$ cat src/rtl/fetch_pkg.sv
// Shared types for the instruction prefetcher: fetch FSM states and queue entry layout.
package fetch_pkg;

    typedef enum logic [1:0] {
        IDLE,
        REQ,
        DRAIN
    } fetch_state_t;

    typedef struct packed {
        logic [31:0] pc;
        logic [31:0] instr;
    } fetch_entry_t;

endpackage

$ cat src/rtl/wishbone_if.sv
// Wishbone classic bus bundle; data_in is master-to-slave, data_out is slave-to-master.
interface wishbone_if;

    logic        cycle;
    logic        strobe;
    logic        write_enable;
    logic [3:0]  select;
    logic [31:0] address;
    logic [31:0] data_in;
    logic [31:0] data_out;
    logic        ack;

    modport master (
        output cycle, strobe, write_enable, select, address, data_in,
        input  data_out, ack
    );

    modport slave (
        input  cycle, strobe, write_enable, select, address, data_in,
        output data_out, ack
    );

endinterface

$ cat src/rtl/fetch_queue.sv
// Synchronous FIFO of fetch entries; flush wins over push and pop.
module fetch_queue
    import fetch_pkg::*;
#(
    parameter int unsigned FIFO_DEPTH = 4
) (
    input  logic                          clk,
    input  logic                          reset,
    input  logic                          flush,
    input  logic                          push,
    input  fetch_entry_t                  push_entry,
    input  logic                          pop,
    output fetch_entry_t                  head,
    output logic [$clog2(FIFO_DEPTH):0]   count
);

    localparam int unsigned AW = $clog2(FIFO_DEPTH);
    localparam logic [AW:0] DEPTH_W = (AW + 1)'(FIFO_DEPTH);

    fetch_entry_t    storage [FIFO_DEPTH];
    logic [AW-1:0]   wr_ptr;
    logic [AW-1:0]   rd_ptr;
    logic [AW:0]     count_q;
    logic            do_push;
    logic            do_pop;

    // A push into a full queue is only accepted alongside a pop.
    always_comb begin
        do_pop  = pop && !flush && (count_q != '0);
        do_push = push && !flush && ((count_q < DEPTH_W) || do_pop);
    end

    always_ff @(posedge clk) begin
        if (reset || flush) begin
            wr_ptr  <= '0;
            rd_ptr  <= '0;
            count_q <= '0;
        end else begin
            if (do_push) begin
                wr_ptr <= wr_ptr + 1'b1;
            end
            if (do_pop) begin
                rd_ptr <= rd_ptr + 1'b1;
            end
            if (do_push && !do_pop) begin
                count_q <= count_q + 1'b1;
            end else if (do_pop && !do_push) begin
                count_q <= count_q - 1'b1;
            end
        end
    end

    always_ff @(posedge clk) begin
        if (do_push) begin
            storage[wr_ptr] <= push_entry;
        end
    end

    assign head  = storage[rd_ptr];
    assign count = count_q;

endmodule

$ cat src/rtl/prefetch_unit.sv
// Decoupled instruction prefetcher: Wishbone classic read master feeding a small queue to decode.
module prefetch_unit
    import fetch_pkg::*;
#(
    parameter logic [31:0] RESET_VECTOR = 32'h0000_0000,
    parameter int unsigned FIFO_DEPTH   = 4
) (
    input  logic        clk,
    input  logic        reset,
    wishbone_if.master  wishbone_bus,
    input  logic        i_redirect,
    input  logic [31:0] i_redirect_address,
    input  logic        i_ready,
    output logic        o_valid,
    output logic [31:0] o_instruction,
    output logic [31:0] o_pc
);

    localparam int unsigned CW = $clog2(FIFO_DEPTH) + 1;
    localparam logic [CW:0] DEPTH_W = (CW + 1)'(FIFO_DEPTH);

    fetch_state_t   state_q, state_d;
    logic [31:0]    fetch_pc_q, fetch_pc_d;
    logic [31:0]    address_q, address_d;
    logic           cycle_q, cycle_d;

    logic [CW-1:0]  count;
    fetch_entry_t   head;
    fetch_entry_t   push_entry;
    logic           push;
    logic           pop;
    logic [CW:0]    occ_pop;
    logic [CW:0]    occ_push_pop;
    logic           ack;

    assign ack     = wishbone_bus.ack;
    assign o_valid = (count != '0);

    always_comb begin
        pop          = o_valid && i_ready;
        push         = (state_q == REQ) && ack && !i_redirect;
        push_entry   = '{pc: fetch_pc_q, instr: wishbone_bus.data_out};
        occ_pop      = {1'b0, count} - {{CW{1'b0}}, pop};
        occ_push_pop = occ_pop + {{CW{1'b0}}, 1'b1};
    end

    always_comb begin
        state_d    = state_q;
        fetch_pc_d = fetch_pc_q;
        address_d  = address_q;
        cycle_d    = cycle_q;

        case (state_q)
            IDLE: begin
                if (!i_redirect && (occ_pop < DEPTH_W)) begin
                    state_d   = REQ;
                    cycle_d   = 1'b1;
                    address_d = fetch_pc_q;
                end
            end
            REQ: begin
                if (i_redirect) begin
                    // Ack arriving with the redirect closes the cycle; otherwise wait it out.
                    if (ack) begin
                        state_d = IDLE;
                        cycle_d = 1'b0;
                    end else begin
                        state_d = DRAIN;
                    end
                end else if (ack) begin
                    fetch_pc_d = fetch_pc_q + 32'd4;
                    if (occ_push_pop < DEPTH_W) begin
                        address_d = fetch_pc_q + 32'd4;
                    end else begin
                        state_d = IDLE;
                        cycle_d = 1'b0;
                    end
                end
            end
            DRAIN: begin
                if (ack) begin
                    state_d = IDLE;
                    cycle_d = 1'b0;
                end
            end
            default: begin
                state_d = IDLE;
                cycle_d = 1'b0;
            end
        endcase

        if (i_redirect) begin
            fetch_pc_d = i_redirect_address & ~32'd3;
        end
    end

    always_ff @(posedge clk) begin
        if (reset) begin
            state_q    <= IDLE;
            fetch_pc_q <= RESET_VECTOR;
            address_q  <= RESET_VECTOR;
            cycle_q    <= 1'b0;
        end else begin
            state_q    <= state_d;
            fetch_pc_q <= fetch_pc_d;
            address_q  <= address_d;
            cycle_q    <= cycle_d;
        end
    end

    fetch_queue #(
        .FIFO_DEPTH(FIFO_DEPTH)
    ) u_fetch_queue (
        .clk       (clk),
        .reset     (reset),
        .flush     (i_redirect),
        .push      (push),
        .push_entry(push_entry),
        .pop       (pop),
        .head      (head),
        .count     (count)
    );

    assign wishbone_bus.cycle        = cycle_q;
    assign wishbone_bus.strobe       = cycle_q;
    assign wishbone_bus.write_enable = 1'b0;
    assign wishbone_bus.select       = 4'b1111;
    assign wishbone_bus.data_in      = 32'd0;
    assign wishbone_bus.address      = address_q;

    assign o_instruction = o_valid ? head.instr : 32'd0;
    assign o_pc          = o_valid ? head.pc : 32'd0;

endmodule

$ cat src/flat_wrapper.sv
// flat-port wrapper written by rule: the top's interface ports become plain ports
module prefetch_unit_flat import fetch_pkg::*;
#(
    parameter logic [31:0] RESET_VECTOR = 32'h0000_0000,
    parameter int unsigned FIFO_DEPTH   = 4
)
  (clk, reset, i_redirect, i_redirect_address, i_ready, o_valid, o_instruction, o_pc, wishbone_bus_cycle, wishbone_bus_strobe, wishbone_bus_write_enable, wishbone_bus_select, wishbone_bus_address, wishbone_bus_data_in, wishbone_bus_data_out, wishbone_bus_ack);
  wishbone_if wishbone_bus_i ();
  input  logic clk;
  input  logic reset;
  input  logic i_redirect;
  input  logic [31:0] i_redirect_address;
  input  logic i_ready;
  output logic o_valid;
  output logic [31:0] o_instruction;
  output logic [31:0] o_pc;
  output wire logic [$bits(wishbone_bus_i.cycle)-1:0] wishbone_bus_cycle;
  output wire logic [$bits(wishbone_bus_i.strobe)-1:0] wishbone_bus_strobe;
  output wire logic [$bits(wishbone_bus_i.write_enable)-1:0] wishbone_bus_write_enable;
  output wire logic [$bits(wishbone_bus_i.select)-1:0] wishbone_bus_select;
  output wire logic [$bits(wishbone_bus_i.address)-1:0] wishbone_bus_address;
  output wire logic [$bits(wishbone_bus_i.data_in)-1:0] wishbone_bus_data_in;
  input wire logic [$bits(wishbone_bus_i.data_out)-1:0] wishbone_bus_data_out;
  input wire logic [$bits(wishbone_bus_i.ack)-1:0] wishbone_bus_ack;
  assign wishbone_bus_cycle = wishbone_bus_i.cycle;
  assign wishbone_bus_strobe = wishbone_bus_i.strobe;
  assign wishbone_bus_write_enable = wishbone_bus_i.write_enable;
  assign wishbone_bus_select = wishbone_bus_i.select;
  assign wishbone_bus_address = wishbone_bus_i.address;
  assign wishbone_bus_data_in = wishbone_bus_i.data_in;
  assign wishbone_bus_i.data_out = wishbone_bus_data_out;
  assign wishbone_bus_i.ack = wishbone_bus_ack;
  prefetch_unit #(.RESET_VECTOR(RESET_VECTOR), .FIFO_DEPTH(FIFO_DEPTH)) u_core (.clk(clk), .reset(reset), .wishbone_bus(wishbone_bus_i), .i_redirect(i_redirect), .i_redirect_address(i_redirect_address), .i_ready(i_ready), .o_valid(o_valid), .o_instruction(o_instruction), .o_pc(o_pc));
endmodule
$ cat config.mk
export PLATFORM = sky130hd
export DESIGN_NAME = prefetch_unit_flat
export DESIGN_NICKNAME = d
export VERILOG_FILES = /design/src/rtl/fetch_pkg.sv /design/src/rtl/wishbone_if.sv /design/src/rtl/fetch_queue.sv /design/src/rtl/prefetch_unit.sv /design/src/flat_wrapper.sv
export SDC_FILE = /design/constraint.sdc
export NUM_CORES = 1
export LEC_CHECK = 0
export CORE_MARGIN = 3
export CORE_UTILIZATION = 50
export CTS_BUF_LIST = sky130_fd_sc_hd__clkbuf_2 sky130_fd_sc_hd__clkbuf_4 sky130_fd_sc_hd__clkbuf_8
export DETAILED_ROUTE_END_ITERATION = 10
export HOLD_SLACK_MARGIN = 0.02
export PLACE_DENSITY_LB_ADDON = 0.2
export SLEW_MARGIN = 30
export SYNTH_ARGS = -nofsm -noshare
export SYNTH_HDL_FRONTEND = slang
export SYNTH_SLANG_ARGS = --single-unit
$ cat constraint.sdc
create_clock -name clk -period 6.5 [get_ports clk]
set_clock_uncertainty 0.05 [all_clocks]
set_input_delay 1.3 -clock clk [delete_from_list [all_inputs] [get_ports clk]]
set_output_delay 1.3 -clock clk [all_outputs]
set_load 0.005 [all_outputs]
==> impl_metrics.py, run 1 <==
metrics = {
    "global_routing": {
        "grt_first_pass_wirelength_um": 42610,
        "track_usage_pct": 18.62,
        "antenna_found_initial": 0,
        "grt-ovfl-total": 0,
        "grt_pass1_vias": 7758,
        "use_met1_pct": 26.75,
        "grt_use_met3_pct": 3.861,
        "groute.layer.met2.usage_pct": 29.57,
        "grt.busiest_layer": "met2",
        "grt_max_degree": 65,
    },
    "clock_network": {
        "cts_made_buffers": 51,
        "post_cts_buffers": 0,
        "cts-hold-fix-buffers": 0,
        "worstSkewPairLatency_ns": 0.55,
        "path_clk_slew_ns": 0.06,
        "cts_htree_levels": 2,
        "cts_tree": "built",
        "cts_resized": 0,
        "clock_sinks": 320,
        "clk_path_buf_depth": 3,
        "cts_root_buf": "clkbuf_8",
    },
    "final_layout": {
        "fill_cells": 2023,
        "seq_area_um2": 8896,
        "final_nets": 1159,
        "area_delta_synth_final_pct": 20.58,
        "n_antenna_cell": 0,
        "fin_util_pct": 62.36,
        "drive_gt1_share_pct": 17.25,
        "multiInputGateArea_um2": 4370,
    },
    "synthesis": {
        "synth_ff_type": "edfxtp_1",
        "synthXorXnorAreaFrac_pct": 3.845,
        "yosysWarnings": 0,
        "synth_seq_cells": 320,
        "synth_most_common_cell": "edfxtp_1",
        "synth-compound-area-share_pct": 4.321,
        "yosys-top-cells-area": "edfxtp_1 (54%), dfxtp_1 (11%), mux4_2 (10%), and2_1 (3.1%), buf_4 (2.4%)",
        "postSynthCellCount": 910,
        "yosysUniqueCellTypes": 52,
        "syn_area_um2": 13670,
        "synth_area_leader_cell": "edfxtp_1",
        "synthSimpleGateAreaFrac_pct": 10.56,
        "synth_top_family_by_area": "multiplexers",
        "synth_top_area_share_pct": 54.49,
        "synth_edf_count": 248,
        "postSynthAreaPerCell_um2": 15.02,
        "seq_area_frac_synth_pct": 65.04,
        "async_flop_share_pct": 0,
        "yosys-top-cells-count": "edfxtp_1 (248), dfxtp_1 (72), nor2_1 (71)",
        "synth.mux.area_fraction_pct": 11.17,
        "synthAdderAreaFrac_pct": 0.8789,
    },
    "timing": {
        "max_freq_ghz": 0.2376,
        "finalCritPeriodShare_pct": 64.74,
        "rsz0062_at_grt": "false",
        "tightest_slew_ns": 0.8742,
        "layout_min_cycle_time_ns": 4.208,
        "hold_ws_ns": 0.4111,
        "hold_viol": 0,
        "finalSetupViolCount": 0,
        "tns_ns": 0,
        "slew_headroom_pct": 41.27,
        "finalMaxSlewViolations": 0,
    },
    "flow_run": {
        "max-cap-violations": 0,
    },
    "detailed_routing": {
        "via_per_inst": 5.270,
        "drc": 0,
        "dr_total_vias": 7662,
        "drt_iter0_drc": 551,
        "ant_nets": 0,
        "first_pass_iters": 5,
        "routed_wl_um": 27260,
        "wl_per_cell_um": 18.75,
    },
    "pwr": {
        "p_per_area_nw_per_um2": 258.5,
        "ir_worst_vdd_uv": 172.3,
        "p_leak_nw": 5.432,
        "total_power_mw": 4.259,
    },
    "worst_setup_path": {
        "cp-start-kind": "flip-flop",
        "crit_arrival_ns": 4.61,
        "worstPathMaxFanout": 64,
        "path_class": "reg -> reg",
        "required_ns": 6.91,
        "endpoint_kind": "flip-flop",
    },
    "die": {
        "num_rows": 59,
        "core-area_um2": 26430,
        "initial_core_util_pct": 51.71,
        "fp.dieArea_um2": 29350,
        "die_x_um": 171.3,
        "ios": 205,
        "die_height_um": 171.3,
    },
    "place": {
        "place_hpwl_um": 16680,
        "gp_congestion": 0.7878,
        "port-buffer-count": 161,
    },
    "outcome": {
        "status": "completed",
    },
    "min_path": {
        "hp-class": "reg -> reg",
    },
}
-- routing by layer --
metal / part of all wire, % / routed length [um]
met2: 47 / 12760
met3: 5.3 / 1445
met4: 1.2 / 314
met5: 0 / 0
met1: 47 / 12740
-- worst max-delay path, cell delays in order (launching register included) --
cell and delay (ns):
dfxtp_1 0.36, or3_2 0.48, buf_4 0.31, and2_0 0.35, ha_1 0.26, ha_1 0.24, or3_1 0.38, a221o_1 0.38
a21oi_4 0.67, buf_4 0.36, nor2_1 0.07, a211oi_2 0.19
-- power breakdown --
part | internal (mW) | switching (mW) | leakage, nW
registers | 2.25 | 0.0502 | 2.85
logic | 0.165 | 0.139 | 2.04
clock network | 0.935 | 0.725 | 0.539
total | 3.35 | 0.914 | 5.43
-- cell families after synthesis --
family	Yosys count
flops	320
simple gates	268
buf+inv	101
compound gates	75
mux	75
xor+xnor	60
fa+ha+maj	9
other cells	2
-- state kept, by name (all words and copies together), names as in the netlist, named ones only --
| signal | count |
|---|---|
| u_core.fetch_pc_q | 30 |
| u_core.u_fetch_queue.rd_ptr | 2 |
| u_core.wishbone_bus.cycle | 1 |
| u_core.wishbone_bus.address | 30 |
| u_core.state_q | 2 |
| u_core.u_fetch_queue.count | 3 |
| u_core.u_fetch_queue.storage | 248 |
| u_core.u_fetch_queue.wr_ptr | 2 |
-- area by class of cell --
class | count | share of cell area, %
clock inverters | 16 | 0.5618
inverters | 7 | 0.1594
repair buffers | 173 | 10.69
clock buffers | 75 | 5.542
multi-input cells | 528 | 26.52
well taps | 335 | 2.543
flip-flops and latches | 320 | 53.98
-- metrics by stage --
stage,std cells,setup WS (ns),cell area [um^2]
finish,1454,2.292,16480
global route,1454,1.998,16480
CTS,1449,1.803,16370
detailed placement,1358,1.827,15360
global placement,1358,1.858,15360
floorplan,949,2.350,13810
-- final timing paths --
| kind | start | to | slack [ns] | cells after the start |
|---|---|---|---|---|
| worst max register to register | u_core.u_fetch_queue.count[0] | u_core.wishbone_bus.address[11] | 2.29 | 11 |
| worst max-delay path | u_core.u_fetch_queue.count[0] | u_core.wishbone_bus.address[11] | 2.29 | 11 |
| worst min register to register | u_core.wishbone_bus.address[27] | u_core.wishbone_bus.address[27] | 0.41 | 1 |
| worst min-delay path | u_core.wishbone_bus.address[27] | u_core.wishbone_bus.address[27] | 0.41 | 1 |
-- layout by cell type, fill, tap and decap left out, types with 9 or more instances in the layout --
cell type / instances
nor3_1: 11
nor2b_1: 13
o2bb2ai_1: 9
nand2_1: 42
nand4_1: 10
and2_1: 64
mux2i_1: 13
mux4_2: 62
clkinv_1: 10
a21oi_1: 22
xnor2_1: 29
dfxtp_1: 70
xor2_1: 31
nor2_1: 71
or3_1: 9
edfxtp_1: 248
clkbuf_8: 56
o21ai_0: 12
nand3_1: 13
clkdlybuf4s50_1: 159
conb_1: 41
clkbuf_4: 19
a211oi_2: 19
Power figures use the tool's default switching activity.
==> run 2: changes to the inputs <==
- clock period: 6.5 -> 3.7 ns (I/O delays scaled with it)
==> run 2 against run 1 <==
Power rose by 76%. Count of clock-buffer cells in the layout fell by 3. Die area did not move. Worst hold slack barely moved. Via count rose by 1.1%.
==> impl_metrics.py, run 2 (synthesis results as in run 1) <==
metrics = {
    "outcome": {
        "status": "completed",
    },
    "timing": {
        "finalSetupViolCount": 0,
        "rsz0062_at_grt": "false",
        "tns_ns": 0,
        "layout_min_cycle_time_ns": 3.334,
        "hold_viol": 0,
        "finalMaxSlewViolations": 0,
        "max_freq_ghz": 0.3000,
        "finalCritPeriodShare_pct": 90.10,
        "tightest_slew_ns": 0.6266,
        "slew_headroom_pct": 58.07,
    },
    "clock_network": {
        "clock_sinks": 320,
        "post_cts_buffers": 0,
        "worstSkewPairLatency_ns": 0.56,
        "cts_resized": 0,
        "cts_made_buffers": 50,
        "path_clk_slew_ns": 0.06,
        "cts_htree_levels": 2,
        "cts_tree": "built",
        "cts-hold-fix-buffers": 0,
        "cts_root_buf": "clkbuf_8",
        "clk_path_buf_depth": 3,
    },
    "final_layout": {
        "fill_cells": 1992,
        "final_nets": 1178,
        "layout_commonest_cell": "edfxtp_1",
        "final_cell_mix": "edfxtp_1 (248), clkdlybuf4s50_1 (159), nor2_1 (71), dfxtp_1 (70), and2_1 (64)",
        "largest_reg_flops": 248,
        "stdcell_area_um2": 16700,
        "regMostFlops": "u_core.u_fetch_queue.storage",
        "n_antenna_cell": 0,
        "drive_gt1_share_pct": 18.77,
        "fin_util_pct": 63.19,
        "area_delta_synth_final_pct": 22.20,
    },
    "worst_setup_path": {
        "reg2reg_slack_ns": 0.57,
        "crit_arrival_ns": 2.54,
        "endpoint_kind": "output port",
        "reg2reg_depth": 10,
        "required_ns": 2.91,
        "path_class": "reg -> out",
        "r2r_start": "u_core.u_fetch_queue.count[0]",
        "worstPathMaxFanout": 14,
        "reg2reg_to": "u_core.wishbone_bus.address[22]",
        "cp-start-kind": "flip-flop",
    },
    "global_routing": {
        "grt_first_pass_wirelength_um": 42870,
        "antenna_found_initial": 0,
        "grt_max_degree": 64,
        "track_usage_pct": 18.77,
        "grt_pass1_vias": 7905,
        "grt-ovfl-total": 0,
    },
    "min_path": {
        "holdCritStartpoint": "u_core.wishbone_bus.address[27]",
        "worstHoldPathCells": 1,
        "min_to": "u_core.wishbone_bus.address[27]",
        "hp-class": "reg -> reg",
    },
    "detailed_routing": {
        "routed_wl_um": 27530,
        "ant_nets": 0,
        "drc": 0,
        "via_per_inst": 5.253,
        "drt_iter0_drc": 525,
        "wl_per_cell_um": 18.66,
        "first_pass_iters": 4,
        "dr_total_vias": 7748,
    },
    "die": {
        "die_x_um": 171.3,
        "fp.dieArea_um2": 29350,
        "die_height_um": 171.3,
        "initial_core_util_pct": 51.71,
        "ios": 205,
        "core-area_um2": 26430,
        "num_rows": 59,
    },
    "flow_run": {
        "max-cap-violations": 0,
    },
    "place": {
        "placed_cell_area_um2": 15690,
        "gp_congestion": 0.7874,
        "port-buffer-count": 161,
        "place_hpwl_um": 17980,
    },
    "pwr": {
        "p_leak_nw": 5.550,
        "ir_worst_vdd_uv": 307.5,
        "total_power_mw": 7.504,
        "p_per_area_nw_per_um2": 449.3,
    },
}
[run 2: cell types whose count changed in the layout (fill, tap and decap cells not counted)]
cell	delta
buf_12	+7
buf_16	-1
buf_4	+14
clkbuf_4	-4
clkbuf_8	+1
clkinv_2	+3
clkinvlp_4	+1
dfxtp_2	+1
dfxtp_4	-1
[run 2: per-layer routing]
| metal | global-route usage (%) | part of all wire, % |
|---|---|---|
| met5 | 0 | 0 |
| met4 | 4.969 | 1.7 |
| met3 | 3.999 | 5.8 |
| met2 | 30.00 | 47 |
| met1 | 26.59 | 45 |
[run 2: cell type report]
type	count	area [um^2]	share of cell area [%]
timing repair buffer	193	1979	11.85
clock inverter	20	115.1	0.6892
sequential	320	8894	53.25
tap	335	419.2	2.510
multi-input combinational	528	4370	26.17
inverter	7	26.28	0.1573
clock buffer	72	897.1	5.372
[run 2: stage by stage]
step | hold slack, ns | instances | worst slack (ns)
after floorplan | 0.4048 | 949 | 0.1102
after global placement | 0.3981 | 1383 | 0.3111
after detailed placement | 0.3971 | 1383 | 0.2701
after CTS | 0.4169 | 1475 | 0.2878
after global routing | 0.4355 | 1475 | 0.2049
final | 0.4109 | 1475 | 0.3662
[run 2: worst max path at each step]
stage | cells past startpoint | end | slack [ns]
2_1_floorplan | 4 | u_core.u_fetch_queue.storage[1][0] | 0.11
3_3_place_gp | 10 | u_core.wishbone_bus.address[23] | 0.31
3_5_place_dp | 10 | u_core.wishbone_bus.address[22] | 0.27
4_1_cts | 4 | o_pc[17] | 0.29
5_1_grt | 4 | o_pc[13] | 0.20
6_report | 4 | o_pc[13] | 0.37
[run 2: power breakdown]
part | switching, mW | internal [mW] | total (mW)
sequential | 0.0890 | 3.95 | 4.03
clock | 1.29 | 1.63 | 2.92
combinational | 0.247 | 0.303 | 0.550
[run 2: critical path, cell delays in order, from the launching register on]
cell and delay, ns:
dfxtp_4 0.53, buf_4 0.27, mux4_2 0.50, and2_1 0.17, clkdlybuf4s50_1 0.51
